**src/rtl/adsr_pkg.sv**
```systemverilog
// adsr_pkg
//   Shared types and helpers for the polyphonic ADSR envelope.
//   adsr_state_t : per-voice envelope phase (also exported for debug/checkers).
//   sat_add      : a + b clamped to an upper limit.
//   sat_sub      : a - b clamped to a lower floor.
//   Helpers work on SAT_W-bit operands so any WIDTH up to 32 can zero-extend
//   into them without overflow.
package adsr_pkg;

   typedef enum logic [2:0] {
      IDLE    = 3'd0,
      ATTACK  = 3'd1,
      DECAY   = 3'd2,
      SUSTAIN = 3'd3,
      RELEASE = 3'd4
   } adsr_state_t;

   localparam int SAT_W = 33;
   typedef logic [SAT_W-1:0] sat_t;

   // Returns min(a + b, lim); the extra carry bit keeps the sum exact.
   function automatic sat_t sat_add(input sat_t a, input sat_t b, input sat_t lim);
      logic [SAT_W:0] sum;
      sum = {1'b0, a} + {1'b0, b};
      if (sum >= {1'b0, lim}) return lim;
      return sum[SAT_W-1:0];
   endfunction

   // Returns a - b, or floor when a <= floor + b (never wraps below floor).
   function automatic sat_t sat_sub(input sat_t a, input sat_t b, input sat_t floor);
      logic [SAT_W:0] fb;
      fb = {1'b0, floor} + {1'b0, b};
      if ({1'b0, a} <= fb) return floor;
      return a - b;
   endfunction

endpackage

```
**src/rtl/adsr_poly_voice.sv**
```systemverilog
// adsr_voice
//   One envelope channel: state, level and key_prev registers plus the
//   next-state logic. Everything advances only on sample_en.
//   Ports:
//     CLK, RESET   clock, synchronous active-high reset
//     sample_en    one-cycle tick per audio sample
//     key          gate for this voice
//     A, D, S, R   shared attack/decay increments, sustain level, release decrement
//     level        registered envelope level
//     state        current phase (debug / activity)
module adsr_voice
   import adsr_pkg::*;
#(
   parameter int               WIDTH          = 16,
   parameter logic [WIDTH-1:0] PEAK           = WIDTH'((2 ** (WIDTH - 1)) - 1),
   parameter int               RETRIGGER_MODE = 0
) (
   input  logic             CLK,
   input  logic             RESET,
   input  logic             sample_en,
   input  logic             key,
   input  logic [WIDTH-1:0] A,
   input  logic [WIDTH-1:0] D,
   input  logic [WIDTH-1:0] S,
   input  logic [WIDTH-1:0] R,
   output logic [WIDTH-1:0] level,
   output adsr_state_t      state
);

   localparam sat_t PEAK_X = sat_t'(PEAK);

   adsr_state_t      state_d;
   logic [WIDTH-1:0] level_d;
   logic             key_prev;
   logic             key_prev_d;
   logic [WIDTH-1:0] s_eff;
   logic             rise;
   sat_t             atk_base;
   sat_t             atk_res;
   logic             atk_done;
   sat_t             dec_res;
   sat_t             rel_res;

   always_ff @(posedge CLK) begin
      if (RESET) begin
         state    <= IDLE;
         level    <= '0;
         key_prev <= 1'b0;
      end else begin
         state    <= state_d;
         level    <= level_d;
         key_prev <= key_prev_d;
      end
   end

   always_comb begin
      s_eff = (S > PEAK) ? PEAK : S;
      rise  = key & ~key_prev;

      // A note from IDLE, or a mode-1 retrigger, climbs from zero; otherwise
      // the attack continues from wherever the level currently sits.
      if ((state == IDLE) || ((state == RELEASE) && (RETRIGGER_MODE == 1)))
         atk_base = '0;
      else
         atk_base = sat_t'(level);

      atk_res  = sat_add(atk_base, sat_t'(A), PEAK_X);
      atk_done = (A == '0) || (atk_res == PEAK_X);
      dec_res  = sat_sub(sat_t'(level), sat_t'(D), sat_t'(s_eff));
      rel_res  = sat_sub(sat_t'(level), sat_t'(R), '0);

      state_d    = state;
      level_d    = level;
      key_prev_d = key_prev;

      if (sample_en) begin
         key_prev_d = key;
         case (state)
            IDLE: begin
               if (rise) begin
                  state_d = atk_done ? DECAY : ATTACK;
                  level_d = atk_done ? PEAK : WIDTH'(atk_res);
               end
            end
            ATTACK: begin
               if (!key) begin
                  state_d = RELEASE;
               end else begin
                  state_d = atk_done ? DECAY : ATTACK;
                  level_d = atk_done ? PEAK : WIDTH'(atk_res);
               end
            end
            DECAY: begin
               if (!key) begin
                  state_d = RELEASE;
               end else if ((D == '0) || (dec_res == sat_t'(s_eff))) begin
                  state_d = SUSTAIN;
                  level_d = s_eff;
               end else begin
                  level_d = WIDTH'(dec_res);
               end
            end
            SUSTAIN: begin
               if (!key) state_d = RELEASE;
               else      level_d = s_eff;
            end
            RELEASE: begin
               if (rise) begin
                  state_d = atk_done ? DECAY : ATTACK;
                  level_d = atk_done ? PEAK : WIDTH'(atk_res);
               end else if ((R == '0) || (rel_res == '0)) begin
                  state_d = IDLE;
                  level_d = '0;
               end else begin
                  level_d = WIDTH'(rel_res);
               end
            end
            default: begin
               state_d = IDLE;
               level_d = '0;
            end
         endcase
      end
   end

endmodule

```
**src/rtl/adsr_poly.sv**
```systemverilog
// adsr_poly
//   NUM_VOICES independent ADSR envelopes sharing A/D/S/R settings.
//   Ports:
//     CLK, RESET   clock, synchronous active-high reset
//     sample_en    one-cycle tick per audio sample
//     key_in       per-voice gate, bit v = voice v
//     A, D, S, R   attack inc, decay dec, sustain level, release dec
//     out          packed levels, voice v at [v*WIDTH +: WIDTH]
//     active       1 while the voice is not IDLE
module adsr_poly
   import adsr_pkg::*;
#(
   parameter int               NUM_VOICES     = 8,
   parameter int               WIDTH          = 16,
   parameter logic [WIDTH-1:0] PEAK           = WIDTH'((2 ** (WIDTH - 1)) - 1),
   parameter int               RETRIGGER_MODE = 0
) (
   input  logic                        CLK,
   input  logic                        RESET,
   input  logic                        sample_en,
   input  logic [NUM_VOICES-1:0]       key_in,
   input  logic [WIDTH-1:0]            A,
   input  logic [WIDTH-1:0]            D,
   input  logic [WIDTH-1:0]            S,
   input  logic [WIDTH-1:0]            R,
   output logic [NUM_VOICES*WIDTH-1:0] out,
   output logic [NUM_VOICES-1:0]       active
);

   for (genvar v = 0; v < NUM_VOICES; v++) begin : g_voice
      adsr_state_t st;

      adsr_voice #(
         .WIDTH          (WIDTH),
         .PEAK           (PEAK),
         .RETRIGGER_MODE (RETRIGGER_MODE)
      ) u_voice (
         .CLK       (CLK),
         .RESET     (RESET),
         .sample_en (sample_en),
         .key       (key_in[v]),
         .A         (A),
         .D         (D),
         .S         (S),
         .R         (R),
         .level     (out[v*WIDTH +: WIDTH]),
         .state     (st)
      );

      assign active[v] = (st != IDLE);
   end

endmodule

```
**config.mk**
```make
export PLATFORM = sky130hd
export DESIGN_NAME = adsr_poly
export DESIGN_NICKNAME = d
export VERILOG_FILES = /design/src/rtl/adsr_pkg.sv /design/src/rtl/adsr_poly_voice.sv /design/src/rtl/adsr_poly.sv
export SDC_FILE = /design/constraint.sdc
export NUM_CORES = 2
export LEC_CHECK = 0
export CAP_MARGIN = 20
export CELL_PAD_IN_SITES_DETAIL_PLACEMENT = 0
export CELL_PAD_IN_SITES_GLOBAL_PLACEMENT = 1
export CORE_UTILIZATION = 42
export DETAILED_ROUTE_END_ITERATION = 6
export PLACE_DENSITY_LB_ADDON = 0.25
export SYNTH_ARGS = -nofsm -noshare
export SYNTH_HDL_FRONTEND = slang
export SYNTH_SLANG_ARGS = --single-unit
```
**constraint.sdc**
```tcl
create_clock -name CLK -period 8.05 [get_ports CLK]
set_input_delay 2.415 -clock CLK [delete_from_list [all_inputs] [get_ports CLK]]
set_output_delay 2.415 -clock CLK [all_outputs]
set_load 0.005 [all_outputs]
```
* After elaboration in Yosys (flattened, before gate mapping)
Index checks and enable logic that the tools add are counted.
** Operators by class
- Magnitude comparators :: 25
- Mux-type cells :: 225
- Bitwise logic cells :: 16
- Eq/ne operators :: 104
- Reductions and logical operators :: 67
- Add/subtract/negate cells :: 25
** Operators with widths (count)
- $mux 33 :: 48
- $mux 16 :: 73
- $pmux 16 s5 :: 8
- $ge 34x15->1 const B :: 8
- $sub 16x16->17 :: 16
- $eq 33x15->1 const B :: 8
- $eq 33x16->1 :: 8
- $logic_not 33->1 :: 8
- $le 16x34->1 :: 6
- $mux 3 :: 56
- $add 16x16->17 :: 9
- $le 16x16->1 :: 8
- $pmux 3 s5 :: 8
- $reduce_and 5->1 :: 16
- $ne 2x2->1 const B :: 32
- $eq 3x2->1 const B :: 16
- $logic_not 16->1 :: 3
- $ne 3x2->1 const B :: 16
- $le 16x17->1 :: 2
- $eq 3x1->1 const B :: 8
- $eq 3x3->1 const B :: 8
- $logic_not 3->1 :: 8
- $logic_or 1x1->1 :: 24
- $mux 1 :: 24
- 6 further kinds :: 41
** Storage, ports and cells
- Output and inout bits :: 136
- Input bits :: 75
- Register bits :: 160

* Logic depth before layout (Yosys ltp)
- Depth in word-level cells :: 11
- Gate-level depth with buffers :: 28

* By module
From an unflattened synthesis, not the netlist that was laid out.
** Second synthesis, totals
- Cell total of the unflattened synthesis :: 6675
- Area total of the unflattened synthesis :: 47667.0 µm²
** By module, submodules not included
- adsr_voice at g_voice[1].u_voice ... :: seq. area each 400.4 µm², times used 4, area an instance 5814.3 µm², cells an instance 813
- adsr_voice at g_voice[2].u_voice :: seq. area each 400.4 µm², times used 1, area an instance 6433.7 µm², cells an instance 904
- adsr_voice at g_voice[0].u_voice :: seq. area each 400.4 µm², times used 1, area an instance 6229.7 µm², cells an instance 887
- adsr_voice at g_voice[6].u_voice :: seq. area each 400.4 µm², times used 1, area an instance 5920.7 µm², cells an instance 821
- adsr_voice at g_voice[7].u_voice :: seq. area each 400.4 µm², times used 1, area an instance 5775.5 µm², cells an instance 803
- adsr_poly :: seq. area each 0.0 µm², times used 1, area an instance 50.0 µm², cells an instance 8

* Worst setup path after synthesis
No wires, ideal clock.
- Path kind :: input -> register
- From :: in S[15]
- To :: reg g_voice[5].u_voice.state[0]
- Setup time :: 0.119 ns
- Arrival :: 7.967 ns
- Buffers on the path :: 6
- Stages on the path :: 27
- Path slack :: -0.036 ns
- Cell sequence :: buf_2 > buf_2 > clkbuf_1 > nor2_1 > clkinv_1 > clkbuf_1 > ha_1 > a211oi_1 > o21bai_1 > a221oi_1 > a21oi_1 > clkbuf_1 > o21ai_0 > nand2_1 > xnor2_1 > ha_1 > nand4_1 > or3_1 > nand3_1 > o21ai_0 > o21ai_0 > a31oi_1 > nand2_1 > nor2_1 > buf_2 > a21boi_0 > o221a_2
** On the way
- Longest elaborated chain between the ends :: 10
** RTL lines
- from (decl) :: RTL line adsr_poly.sv:24 : input logic [WIDTH-1:0] S,
- $gt 16x15->1 :: RTL line adsr_poly_voice.sv:57 : s_eff = (S > PEAK) ? PEAK : S;
- $mux 16 (*) :: RTL line adsr_poly_voice.sv:57
- $add 16x16->17 :: RTL line adsr_pkg.sv:32 : fb = {1'b0, floor} + {1'b0, b};
- $le 16x34->1 :: RTL line adsr_pkg.sv:33 : if ({1'b0, a} <= fb) return floor;
- $mux 1 :: RTL line adsr_pkg.sv:33
- $mux 33 :: RTL line adsr_pkg.sv:34 : return a - b;
- $eq 33x16->1 (*) :: RTL line adsr_poly_voice.sv:96 : end else if ((D == '0) || (dec_res == sat_t'(s_eff))) begin
- $logic_or 1x1->1 (*) :: RTL line adsr_poly_voice.sv:96
- $ne 3x2->1 (no source line) (*)
- $reduce_and 5->1 (no source line) (*)
- to (signal assigned) :: RTL line adsr_poly_voice.sv:50 : state <= state_d;
- to (decl) :: RTL line adsr_poly_voice.sv:27 : output adsr_state_t state
Every way passes the cells marked *; elsewhere a longest branch is shown, timed or not. The select of a mux whose other input is x is not followed.
A chain may end at the register's enable or synchronous reset.

* Worst setup path after layout
- From :: in S[9]
- To :: reg g_voice[5].u_voice.level[10]
** On the way
- Longest elaborated chain between the ends :: 11
** RTL lines
- $gt 16x15->1 :: RTL line adsr_poly_voice.sv:57
- $mux 16 (*) :: RTL line adsr_poly_voice.sv:57
- $add 16x16->17 :: RTL line adsr_pkg.sv:32
- $le 16x34->1 :: RTL line adsr_pkg.sv:33
- $mux 1 :: RTL line adsr_pkg.sv:33
- $mux 33 :: RTL line adsr_pkg.sv:34
- $eq 33x16->1 :: RTL line adsr_poly_voice.sv:96
- $logic_or 1x1->1 :: RTL line adsr_poly_voice.sv:96
- $mux 16 :: RTL line adsr_poly_voice.sv:96
- $mux 16 :: RTL line adsr_poly_voice.sv:94 : if (!key) begin
- $pmux 16 s5 (*) :: RTL line adsr_poly_voice.sv:78 : case (state)
- to (signal assigned) :: RTL line adsr_poly_voice.sv:51 : level <= level_d;
- to (decl) :: RTL line adsr_poly_voice.sv:26 : output logic [WIDTH-1:0] level,
Marked as above.

==> flow_summary.ini <==
[global_routing]
grt_overflow = 0
grt_max_degree = 56
grtUsageTotal = 0.4153
grt_pass1_vias = 41170
antenna_found_initial = 20
grt_pass1_wl_mm = 285.9

[final_layout]
final_cells = 6772
drive_gt1_frac = 0.06345
fin_nets = 6185
fillCellCount = 9288
syn2layout_area_growth_pct = 13.03

[timing]
skew_ns = 0.02145
fmax_mhz = 130.4
grt_setup_unrepaired = false
setup_slack_ns = 0.3805
worst_pin_slew_ns = 1.288
setup-violations-final = 0
min_period_ns = 7.669
relSlewSlack = 0.1415
slew_violations = 0
finalHoldViolCount = 0
finalCritPeriodShare = 0.9527

[synth]
synth_ff_type = dfxtp_1
syn_inst = 5345
ys_seq_area_frac = 0.08291
yosys_warnings = 0
synth_area_sq_mm = 0.03863
syn-num-nets = 5964
synth-seq-cells = 160
avgSynthCellArea_sq_um = 7.228
synth-edff-count = 0
async_flop_share = 0
yosysUniqueCellTypes = 107

[worst_setup_path]
cpPeakStageDelay_ns = 0.67
critPathMaxFanout = 9
crit_chain = clkdlybuf4s50_1 > nor2_2 > clkinv_1 > ha_1 > and3_1 > a21boi_0 > a21o_1 > a21oi_1 > o21bai_1 > a21oi_1 > buf_4 > xnor2_1 > ha_1 > nand3_1 > or3_1 > nand3_1 > o21ai_0 > o21ai_0 > a31oi_1 > nand2_1 > o21a_1 > a221oi_1 > a221oi_1
crit_required_ns = 8.43
cp_num_buf_inv = 3
cp-start-kind = input pin
crit_family = compound AO/OA/AOI/OAI gates
crit_slowest_cell = xnor2_1
cp_data_arrival_time_ns = 8.05
cp-end-kind = register
crit_type = in -> reg

[worst_hold_path]
holdCritPathClass = reg -> reg

[job]
drv_cap = 0

[route]
drtPass1Iterations = 7
ant_nets = 0
num_vias = 46260
routed_wl_mm = 201.5
drt_first_iter_violations = 6313
routedWlPerCell_um = 29.75
routed_via_density = 6.831
drc = 34

[floorplanning]
ios = 211
die_y_um = 305.3
rows = 110
dieWidth_um = 305.3
coreArea_sq_mm = 0.09056
dieArea_sq_mm = 0.09320
start_util = 0.4266

[placement]
dp.cells = 6722
pre_cts_ws_ns = -0.02849
gp_congestion = 1.040
numPortBuffers = 210
place_hpwl_mm = 155.3

[outcome]
violations = DRC
outcome = complete, but fails checks

[clocking]
clk_pin_slew_worst_paths_ns = 0.08
cts_max_level = 4
post_cts_buffers = 0
worstSkewPairLatency_ns = 0.54
ctsLongestPathBuffers = 2
clock-sinks = 160
holdBufCountCts = 0
cts_resized = 0
numCtsBuffers = 17
cts_root_buffer = clkbuf_16
cts_tree = yes

[power_and_ir_drop]
ir_worst_vdd_v = 0.0001518
leakage_nw = 18.21
power_density_mw_per_mm2 = 144.9
-- state kept, by name (all words and copies together) (netlist names) --
name,cells
g_voice.u_voice.state,24
g_voice.u_voice.key_prev,8
g_voice.u_voice.level,128
-- cells by family after synthesis --
kind of cell               Yosys count  synth area share
DFF                                160           0.08291
and+or+nand+nor                   1791            0.2353
muxes                               74           0.01946
AOI/OAI and AO/OA                 1975            0.3481
adders and majority gates          547            0.1818
buffers and inverters              418           0.04110
other                                1        0.00009707
xor gates and xnor gates           379           0.09127
-- stage by stage --
step | utilization | power (W) | hold slack [ns] | instance area [sq um] | setup TNS [ns]
global route | 0.4817 | 0.006661 | 0.5663 | 43620 | 0
detailed placement | 0.4755 | 0.005303 | 0.5000 | 43060 | -0.02849
global placement | 0.4752 | 0.005307 | 0.4899 | 43030 | 0
CTS | 0.4816 | 0.006188 | 0.5205 | 43620 | 0
finish | 0.4822 | 0.006328 | 0.5204 | 43670 | 0
floorplan | - | 0.003807 | 0.4693 | 38640 | 0
-- power by group --
group | switching (W) | internal (W)
sequential | 0.000283 | 0.000870
combinational | 0.00261 | 0.00169
clock | 0.000456 | 0.000417
-- cell usage in the layout (no fill, tap or decap), types with 25 or more instances in the layout --
| master | synthesis | layout |
|---|---|---|
| a21boi_0 | 28 | 28 |
| a221oi_1 | 64 | 64 |
| o31ai_1 | 45 | 45 |
| and3_1 | 43 | 43 |
| and2_1 | 62 | 62 |
| a21oi_1 | 451 | 450 |
| a22oi_1 | 26 | 26 |
| a21o_1 | 133 | 133 |
| nand2b_1 | 83 | 83 |
| a2111oi_0 | 32 | 32 |
| nor4_1 | 68 | 68 |
| o21a_1 | 108 | 108 |
| o211ai_1 | 69 | 69 |
| xor2_1 | 120 | 115 |
| mux2i_1 | 65 | 65 |
| clkdlybuf4s50_1 | 0 | 206 |
| o31a_1 | 32 | 32 |
| o21bai_1 | 46 | 46 |
| nand2_1 | 417 | 417 |
| buf_4 | 1 | 189 |
| fa_1 | 25 | 25 |
| o2111ai_1 | 40 | 40 |
| nand3_1 | 128 | 128 |
| o21ai_0 | 395 | 394 |
| inv_1 | 210 | 209 |
| dfxtp_1 | 160 | 160 |
| nor2_1 | 386 | 377 |
| a31oi_1 | 72 | 72 |
| xnor2_1 | 244 | 240 |
| or3_1 | 43 | 43 |
| a211oi_1 | 105 | 105 |
| nor2b_1 | 173 | 173 |
| nor3_1 | 151 | 146 |
| nand4_1 | 87 | 87 |
| ha_1 | 519 | 519 |
| or2_2 | 33 | 33 |
| a211o_1 | 26 | 26 |
-- cell type report --
type | count | area [sq um] | area share
diodes | 17 | 42.54 | 0.0009742
clock buffers | 20 | 456.7 | 0.01046
clock inverters | 12 | 98.84 | 0.002264
inverters | 217 | 814.5 | 0.01865
multi-input cells | 4767 | 33990 | 0.7784
flip-flops and latches | 160 | 3203 | 0.07335
well taps | 1176 | 1471 | 0.03370
repair buffers | 403 | 3591 | 0.08223
-- synth_stat cells, drive strengths merged, types with 108 or more instances --
master / number / area, sq um
ha: 519 / 6494
a21oi: 452 / 2266
nand2: 417 / 1565
o21ai: 408 / 2042
nor2: 391 / 1485
xnor2: 244 / 2137
inv: 211 / 792.0
clkbuf: 175 / 656.9
nor2b: 174 / 1091
dfxtp: 160 / 3203
nor3: 151 / 755.7
a21o: 133 / 998.5
nand3: 128 / 640.6
xor2: 120 / 1051
o21a: 108 / 810.8
-- worst paths after layout --
check                                    from                            to  slack (ns)  cells after the start
setup / recovery                         S[9]  g_voice[5].u_voice.level[10]        0.38                     23
hold / removal    g_voice[1].u_voice.key_prev   g_voice[1].u_voice.key_prev        0.52                      2
setup reg to reg  g_voice[7].u_voice.state[0]  g_voice[7].u_voice.level[12]        2.33                     15
hold reg to reg   g_voice[1].u_voice.key_prev   g_voice[1].u_voice.key_prev        0.52                      2
-- worst reg2reg max path: stages (launching register included) --
cell and delay, ns:
dfxtp_1 0.43, nor3_1 0.49, inv_1 0.38, and2_1 0.31, fa_1 0.44, a211oi_1 0.39, o21ai_0 0.23, and3b_1 0.25
o21ai_0 0.25, o2111ai_1 0.24, a2111o_1 0.54, a41oi_1 0.40, nor2_1 0.32, a2111oi_0 0.63, a221o_1 0.26, a21oi_1 0.04
-- metal layers --
layer | global-route usage | share of wire
met1 | 0.5574 | 0.41
met2 | 0.5922 | 0.40
met3 | 0.1021 | 0.12
met4 | 0.2550 | 0.069
met5 | 0 | 0.00089
Power figures use the tool's default switching activity.
